==> config.mk <==
export PLATFORM = sky130hd
export DESIGN_NAME = pipeline_exe_muldiv
export DESIGN_NICKNAME = d
export VERILOG_FILES = /design/src/rtl/pipeline_exe_muldiv.sv
export SDC_FILE = /design/constraint.sdc
export NUM_CORES = 2
export LEC_CHECK = 0
export ABC_AREA = 1
export BUFFER_PORTS_ARGS = -buffer_cell sky130_fd_sc_hd__buf_4
export CAP_MARGIN = 10
export CORE_MARGIN = 2
export CORE_UTILIZATION = 30
export DETAILED_ROUTE_END_ITERATION = 7
export GPL_TIMING_DRIVEN = 0
export SYNTH_ARGS = -nofsm -noshare
export SYNTH_HDL_FRONTEND = slang
export SYNTH_SLANG_ARGS = --single-unit
==> constraint.sdc <==
create_clock -name clk -period 3.6 [get_ports clk]
set_input_delay 0.72 -clock clk [delete_from_list [all_inputs] [get_ports clk]]
set_output_delay 0.72 -clock clk [all_outputs]
set_load 0.01 [all_outputs]
==> src/rtl/pipeline_exe_muldiv.sv <==
// EXE stage: RV32I ALU plus RV32M mul/div/rem feeding the EXE->MEM pipeline register.
// Define MUL_SINGLE_CYCLE_EN for a combinational multiplier; div/rem stays iterative.
`ifndef DMEM_NO
`define DMEM_NO 4'h0
`endif

module pipeline_exe_muldiv #(
   parameter int unsigned XLEN     = 32,
   parameter logic [31:0] RESET_PC = 32'h80000000
) (
   input  logic            clk,
   input  logic            resetn,
   input  logic            flush_i,
   input  logic [4:0]      alu_op_d_i,
   input  logic [XLEN-1:0] src_a_d_i,
   input  logic [XLEN-1:0] src_b_d_i,
   input  logic [XLEN-1:0] store_data_d_i,
   input  logic [3:0]      dmem_type_d_i,
   input  logic [XLEN-1:0] extended_imm_d_i,
   input  logic [XLEN-1:0] pc_plus_d_i,
   input  logic            reg_write_en_d_i,
   input  logic [4:0]      rd_idx_d_i,
   input  logic [3:0]      result_src_d_i,
   input  logic [XLEN-1:0] pc_instr_d_i,
   output logic            stall_e_o,
   output logic [XLEN-1:0] alu_result_e_o,
   output logic [XLEN-1:0] rs1_e_o,
   output logic [3:0]      dmem_type_e_o,
   output logic [XLEN-1:0] extended_imm_e_o,
   output logic [XLEN-1:0] pc_plus_e_o,
   output logic            reg_write_en_e_o,
   output logic [4:0]      rd_idx_e_o,
   output logic [3:0]      result_src_e_o,
   output logic [XLEN-1:0] pc_instr_e_o
);

   typedef enum logic [1:0] {StIdle, StBusy, StDone} state_e;

   state_e      state_q, state_d;
   logic [4:0]  count_q, op_q;
   logic [31:0] hi_q, lo_q, opnd_q;
   logic        neg_q, neg_r_q;

   logic        is_mul_op, is_div_op, is_multi, a_sgn, b_sgn, a_neg, b_neg;
   logic        div_ovf, div_special, start;
   logic [31:0] mag_a, mag_b, step_hi, step_lo, alu_res, md_result;
   logic [32:0] mul_sum;
   logic [33:0] div_diff;
   logic [63:0] prod_c;

   always_comb begin
      is_mul_op = (alu_op_d_i >= 5'd10) && (alu_op_d_i <= 5'd13);
      is_div_op = (alu_op_d_i >= 5'd14) && (alu_op_d_i <= 5'd17);
`ifdef MUL_SINGLE_CYCLE_EN
      is_multi  = is_div_op;
`else
      is_multi  = is_mul_op || is_div_op;
`endif
      a_sgn = (alu_op_d_i == 5'd11) || (alu_op_d_i == 5'd12) ||
              (alu_op_d_i == 5'd14) || (alu_op_d_i == 5'd16);
      b_sgn = (alu_op_d_i == 5'd11) || (alu_op_d_i == 5'd14) || (alu_op_d_i == 5'd16);
      a_neg = a_sgn && src_a_d_i[31];
      b_neg = b_sgn && src_b_d_i[31];
      mag_a = a_neg ? 32'd0 - src_a_d_i : src_a_d_i;
      mag_b = b_neg ? 32'd0 - src_b_d_i : src_b_d_i;
      div_ovf = ((alu_op_d_i == 5'd14) || (alu_op_d_i == 5'd16)) &&
                (src_a_d_i == 32'h80000000) && (src_b_d_i == 32'hffffffff);
      div_special = is_div_op && ((src_b_d_i == 32'd0) || div_ovf);
      start = (state_q == StIdle) && is_multi && !flush_i;
   end

   // FSM: state register
   always_ff @(posedge clk) begin
      if (!resetn) state_q <= StIdle;
      else         state_q <= state_d;
   end

   // FSM: next state
   always_comb begin
      state_d = state_q;
      unique case (state_q)
         StIdle:  if (is_multi) state_d = div_special ? StDone : StBusy;
         StBusy:  if (count_q == 5'd31) state_d = StDone;
         StDone:  state_d = StIdle;
         default: state_d = StIdle;
      endcase
      if (flush_i) state_d = StIdle;
   end

   // FSM: outputs
   always_comb begin
      stall_e_o = resetn && !flush_i &&
                  (((state_q == StIdle) && is_multi) || (state_q == StBusy));
   end

   // One iteration: shift-add multiply or restoring divide on {hi_q, lo_q}
   always_comb begin
      mul_sum  = {1'b0, hi_q} + (lo_q[0] ? {1'b0, opnd_q} : 33'd0);
      div_diff = {1'b0, hi_q, lo_q[31]} - {2'b00, opnd_q};
      if (op_q <= 5'd13) begin
         step_hi = mul_sum[32:1];
         step_lo = {mul_sum[0], lo_q[31:1]};
      end else if (!div_diff[33]) begin
         step_hi = div_diff[31:0];
         step_lo = {lo_q[30:0], 1'b1};
      end else begin
         step_hi = {hi_q[30:0], lo_q[31]};
         step_lo = {lo_q[30:0], 1'b0};
      end
   end

   always_ff @(posedge clk) begin
      if (start) begin
         op_q    <= alu_op_d_i;
         count_q <= 5'd0;
         if (div_special) begin
            // Final values stored directly; sign correction disabled
            lo_q    <= div_ovf ? 32'h80000000 : 32'hffffffff;
            hi_q    <= div_ovf ? 32'd0 : src_a_d_i;
            opnd_q  <= 32'd0;
            neg_q   <= 1'b0;
            neg_r_q <= 1'b0;
         end else begin
            hi_q    <= 32'd0;
            lo_q    <= is_div_op ? mag_a : mag_b;
            opnd_q  <= is_div_op ? mag_b : mag_a;
            neg_q   <= a_neg ^ b_neg;
            neg_r_q <= a_neg;
         end
      end else if (state_q == StBusy) begin
         count_q <= count_q + 5'd1;
         hi_q    <= step_hi;
         lo_q    <= step_lo;
      end
   end

   always_comb begin
      prod_c = neg_q ? 64'd0 - {hi_q, lo_q} : {hi_q, lo_q};
      case (op_q)
         5'd10:               md_result = prod_c[31:0];
         5'd11, 5'd12, 5'd13: md_result = prod_c[63:32];
         5'd14, 5'd15:        md_result = neg_q ? 32'd0 - lo_q : lo_q;
         default:             md_result = neg_r_q ? 32'd0 - hi_q : hi_q;
      endcase
   end

`ifdef MUL_SINGLE_CYCLE_EN
   logic signed [32:0] mul_a, mul_b;
   logic signed [65:0] mul_p;
   always_comb begin
      mul_a = {a_sgn && src_a_d_i[31], src_a_d_i};
      mul_b = {b_sgn && src_b_d_i[31], src_b_d_i};
      mul_p = mul_a * mul_b;
   end
`endif

   always_comb begin
      unique case (alu_op_d_i)
         5'd0:    alu_res = src_a_d_i + src_b_d_i;
         5'd1:    alu_res = src_a_d_i - src_b_d_i;
         5'd2:    alu_res = src_a_d_i << src_b_d_i[4:0];
         5'd3:    alu_res = {31'd0, $signed(src_a_d_i) < $signed(src_b_d_i)};
         5'd4:    alu_res = {31'd0, src_a_d_i < src_b_d_i};
         5'd5:    alu_res = src_a_d_i ^ src_b_d_i;
         5'd6:    alu_res = src_a_d_i >> src_b_d_i[4:0];
         5'd7:    alu_res = $unsigned($signed(src_a_d_i) >>> src_b_d_i[4:0]);
         5'd8:    alu_res = src_a_d_i | src_b_d_i;
         5'd9:    alu_res = src_a_d_i & src_b_d_i;
`ifdef MUL_SINGLE_CYCLE_EN
         5'd10:   alu_res = mul_p[31:0];
         5'd11, 5'd12, 5'd13: alu_res = mul_p[63:32];
`endif
         default: alu_res = 32'd0;
      endcase
   end

   always_ff @(posedge clk) begin
      if (!resetn) begin
         alu_result_e_o   <= '0;
         rs1_e_o          <= '0;
         dmem_type_e_o    <= `DMEM_NO;
         extended_imm_e_o <= '0;
         pc_plus_e_o      <= '0;
         reg_write_en_e_o <= 1'b0;
         rd_idx_e_o       <= 5'd0;
         result_src_e_o   <= 4'd0;
         pc_instr_e_o     <= RESET_PC;
      end else if (flush_i || stall_e_o) begin
         // Bubble: kill the write-side fields, leave the rest holding
         alu_result_e_o   <= '0;
         dmem_type_e_o    <= `DMEM_NO;
         reg_write_en_e_o <= 1'b0;
         rd_idx_e_o       <= 5'd0;
         result_src_e_o   <= 4'd0;
      end else begin
         alu_result_e_o   <= (state_q == StDone) ? md_result : alu_res;
         rs1_e_o          <= store_data_d_i;
         dmem_type_e_o    <= dmem_type_d_i;
         extended_imm_e_o <= extended_imm_d_i;
         pc_plus_e_o      <= pc_plus_d_i;
         reg_write_en_e_o <= reg_write_en_d_i;
         rd_idx_e_o       <= rd_idx_d_i;
         result_src_e_o   <= result_src_d_i;
         pc_instr_e_o     <= pc_instr_d_i;
      end
   end

endmodule

==> flow_metrics.env <==
export IMPL_run_status="finished with violations"
export IMPL_failed_checks="setup timing"
export IMPL_num_vias=41400
export IMPL_timing_critical_path_cells="buf_4, buf_2, inv_1, nand3_1, buf_1, o21ai_0, nor3_1, nand2_1, a21oi_1, nand3_1, nand2_1, a21oi_1"
export IMPL_grt_antenna_before_repair=10
export IMPL_synth_enable_flop_cells=103
export IMPL_synth_ff_type="sky130_fd_sc_hd__dfxtp_1"
export IMPL_routed_via_density=5.58
export IMPL_layout_worst_path_cycle_share_pct=102
export IMPL_yosysWarningCount=0
export IMPL_floorplan_die_width_um=329
export IMPL_cp_num_buf_inv=4
export IMPL_hold_buffers=0
export IMPL_first_pass_grt_wire_length_um=283000
export IMPL_first_global_vias=37800
export IMPL_cts_made_buffers=34
export IMPL_synthesis_area_um2=31600
export IMPL_globalRoute_totalOverflow=0
export IMPL_synth_distinct_cells=53
export IMPL_place_detailed_hpwl_um=170000
export IMPL_post_place_ws_ns=-1.60
export IMPL_syn_to_final_growth_pct=18.7
export IMPL_max_slew_headroom_pct=6.50
export IMPL_routabilityCongestion=1.12
export IMPL_critPathSlowestCell="sky130_fd_sc_hd__buf_1"
export IMPL_power_leakage_nw=18.4
export IMPL_clkLatencyLatePin_ns=0.58
export IMPL_arrival_time_at_the_worst_endpoint_ns=4.13
export IMPL_ioPinCount=389
export IMPL_die_area_um2=108000
export IMPL_final_layout_size_suffix_gt1_share_pct=9.79
export IMPL_worstMarginPinSlew_ns=1.40
export IMPL_power_mw=12.5
export IMPL_crit_fanout=10
export IMPL_final_nets=6382
export IMPL_finalClockSkew_ns=0.0284
export IMPL_min_period_ns=3.68
export IMPL_power_density_cell_area_nw_per_um2=332
export IMPL_critical_path_class="primary input to flop"
export IMPL_startpoint_type="primary input"
export IMPL_drc_errors=0
export IMPL_floorplan_initialDensity_pct=30.1
export IMPL_nFillCells=12100
export IMPL_grt_start_max_net_pins=65
export IMPL_post_route_worst_setup_slack_ns=-0.0791
export IMPL_portBuffers=388
export IMPL_route_detailed_wl_per_inst_um=27.7
export IMPL_final_core_utilization_pct=35.8
export IMPL_critPathTopFamily="buffers and inverters"
export IMPL_drt_pre_antenna_iters=6
export IMPL_ir_worst_vdd_uv=344
export IMPL_yosysSeqAreaShare_pct=21.3
export IMPL_h_tree_depth=2
export IMPL_clk_pin_slew_worst_paths_ns=0.06
export IMPL_syn_area_per_cell_um2=5.67
export IMPL_final_max_slew_violation_count=0
export IMPL_total_nets_after_synthesis=5964
export IMPL_max_clock_freq_ghz=0.272
export IMPL_num_rows=119
export IMPL_finalWirelength_um=205000
export IMPL_cts_root_buf="sky130_fd_sc_hd__clkbuf_16"
export IMPL_antenna_left=0
export IMPL_min_delay_path_class="primary input to flop"
export IMPL_cts_sink_count=284
export IMPL_die_h_um=329
export IMPL_ys_ff_latch=284
export IMPL_timing_critical_path_required_ns=4.05
export IMPL_synthArstFlopShare_pct=0
export IMPL_grt_use_total_pct=36.6
export IMPL_timing_setup_tns_ns=-0.0837
export IMPL_drtIter0Drc=5638
export IMPL_cts_tree="done"
export IMPL_setup_violations=2
export IMPL_slowest_stage_delay_cp_ns=0.59
export IMPL_max_cap_viol_count=0
export IMPL_count_of_endpoints_failing_hold_in_the_final_timing_report=0
export IMPL_cts_path_max_buffers=3
export IMPL_endpoint_kind="flop"
export IMPL_postSynthCellCount=5575
export IMPL_standard_cell_core_area_um2=105000
## final timing paths
check	from	endpoint	slack (ns)	cells after the start
max	alu_op_d_i[0]	alu_result_e_o[23]	-0.08	12
min	result_src_d_i[1]	result_src_e_o[1]	0.35	3
max reg2reg	lo_q[0]	alu_result_e_o[25]	0.04	15
min reg2reg	pc_instr_e_o[31]	pc_instr_e_o[31]	0.48	2
## cell type report
type	count	area [µm²]	share of cell area [%]
clock inverter	15	158	0.420
inverter	610	2300	6.14
clock buffer	46	957	2.55
buffer	219	1050	2.79
antenna	4	10.0	0.0267
sequential	284	6720	17.9
timing repair buffer	397	3000	8.00
tap	1391	1740	4.64
multi-input combinational	4447	21600	57.5
## metal layers
layer / up-vias / track usage (%) / share of wire, %
li1: 19100 / - / -
met4: 8 / 18.6 / 6.0
met2: 2202 / 53.9 / 41
met5: - / 0 / 0.033
met3: 471 / 8.53 / 10
met1: 19700 / 49.6 / 42
## kinds of logic after synthesis
family	after synthesis	share of synthesized area, %
flops	284	21.3
xor+xnor	75	2.08
simple gates	3332	44.0
buf+inv	844	10.7
compound gates	865	14.9
fa+ha+maj	175	7.02
## cell usage in the layout (no fill, tap or decap), drive strengths merged, types with 9 or more instances in the layout
cell type	count
nand2	1661
nor2	784
nand3	699
inv	610
buf	491
o21ai	437
a21oi	277
dfxtp	181
ha	171
clkbuf	171
edfxtp	103
nand4	76
xor2	66
nor3	62
o211ai	39
o21bai	22
a31oi	21
o22ai	17
nor4	14
and2	12
a21o	11
a21boi	11
clkinv	11
or2	10
nand3b	9
xnor2	9
## synthesized netlist by cell type, types with 17 or more instances
master	n	share of area [%]
sky130_fd_sc_hd__clkbuf_1	139	1.7
sky130_fd_sc_hd__nand3_1	691	11
sky130_fd_sc_hd__buf_6	17	0.61
sky130_fd_sc_hd__nand4_1	76	1.5
sky130_fd_sc_hd__inv_1	598	7.1
sky130_fd_sc_hd__nand2_1	1652	20
sky130_fd_sc_hd__xor2_1	66	1.8
sky130_fd_sc_hd__a31oi_1	21	0.42
sky130_fd_sc_hd__edfxtp_1	103	9.8
sky130_fd_sc_hd__a21oi_1	275	4.4
sky130_fd_sc_hd__nor3_1	62	0.98
sky130_fd_sc_hd__buf_2	40	0.63
sky130_fd_sc_hd__o211ai_1	39	0.93
sky130_fd_sc_hd__o21ai_0	423	6.7
sky130_fd_sc_hd__dfxtp_1	181	11
sky130_fd_sc_hd__o21bai_1	22	0.52
sky130_fd_sc_hd__o22ai_1	17	0.34
sky130_fd_sc_hd__ha_1	171	6.8
sky130_fd_sc_hd__nor2_1	768	9.1
sky130_fd_sc_hd__buf_1	30	0.36
## what timing repair did
action,in CTS,in global routing
setup endpoints to repair,112,55
buffers inserted,0,7
resized for setup,26,29
pin swaps,0,1
## metrics by stage
step                      instance area [µm²]  cells  hold WS (ns)
after floorplan                         31600   5575         0.472
after global placement                  36300   7354         0.450
after detailed placement                36300   7356         0.461
after CTS                               37400   7405         0.335
after global routing                    37500   7409         0.345
final                                   37500   7413         0.354
## power breakdown
part | internal (mW) | switching, mW
Combinational | 1.46 | 3.55
Sequential | 3.61 | 0.283
Clock | 1.98 | 1.58
## sequential cells by signal, indices dropped and copies added, names as in the netlist
signal	flops
hi_q	32
pc_instr_e_o	32
result_src_e_o	4
pc_plus_e_o	32
dmem_type_e_o	4
count_q	5
rs1_e_o	32
op_q	5
lo_q	32
neg_r_q	1
neg_q	1
extended_imm_e_o	32
alu_result_e_o	32
reg_write_en_e_o	1
state_q	2
opnd_q	32
rd_idx_e_o	5
## worst reg2reg max path, cell delays in order (launching register included)
cell and delay [ns]:
sky130_fd_sc_hd__edfxtp_1 0.35, sky130_fd_sc_hd__buf_2 0.25, sky130_fd_sc_hd__inv_2 0.13, sky130_fd_sc_hd__nand3_1 0.26, sky130_fd_sc_hd__inv_1 0.33, sky130_fd_sc_hd__nand2_1 0.15
sky130_fd_sc_hd__nor2_2 0.27, sky130_fd_sc_hd__nand2_1 0.19, sky130_fd_sc_hd__nor2_2 0.28, sky130_fd_sc_hd__o21ai_0 0.12, sky130_fd_sc_hd__nand3_1 0.31, sky130_fd_sc_hd__nand2_1 0.09
sky130_fd_sc_hd__inv_1 0.07, sky130_fd_sc_hd__nand2_1 0.27, sky130_fd_sc_hd__nand2_1 0.27, sky130_fd_sc_hd__a21oi_1 0.09
Power figures use the tool's default switching activity.
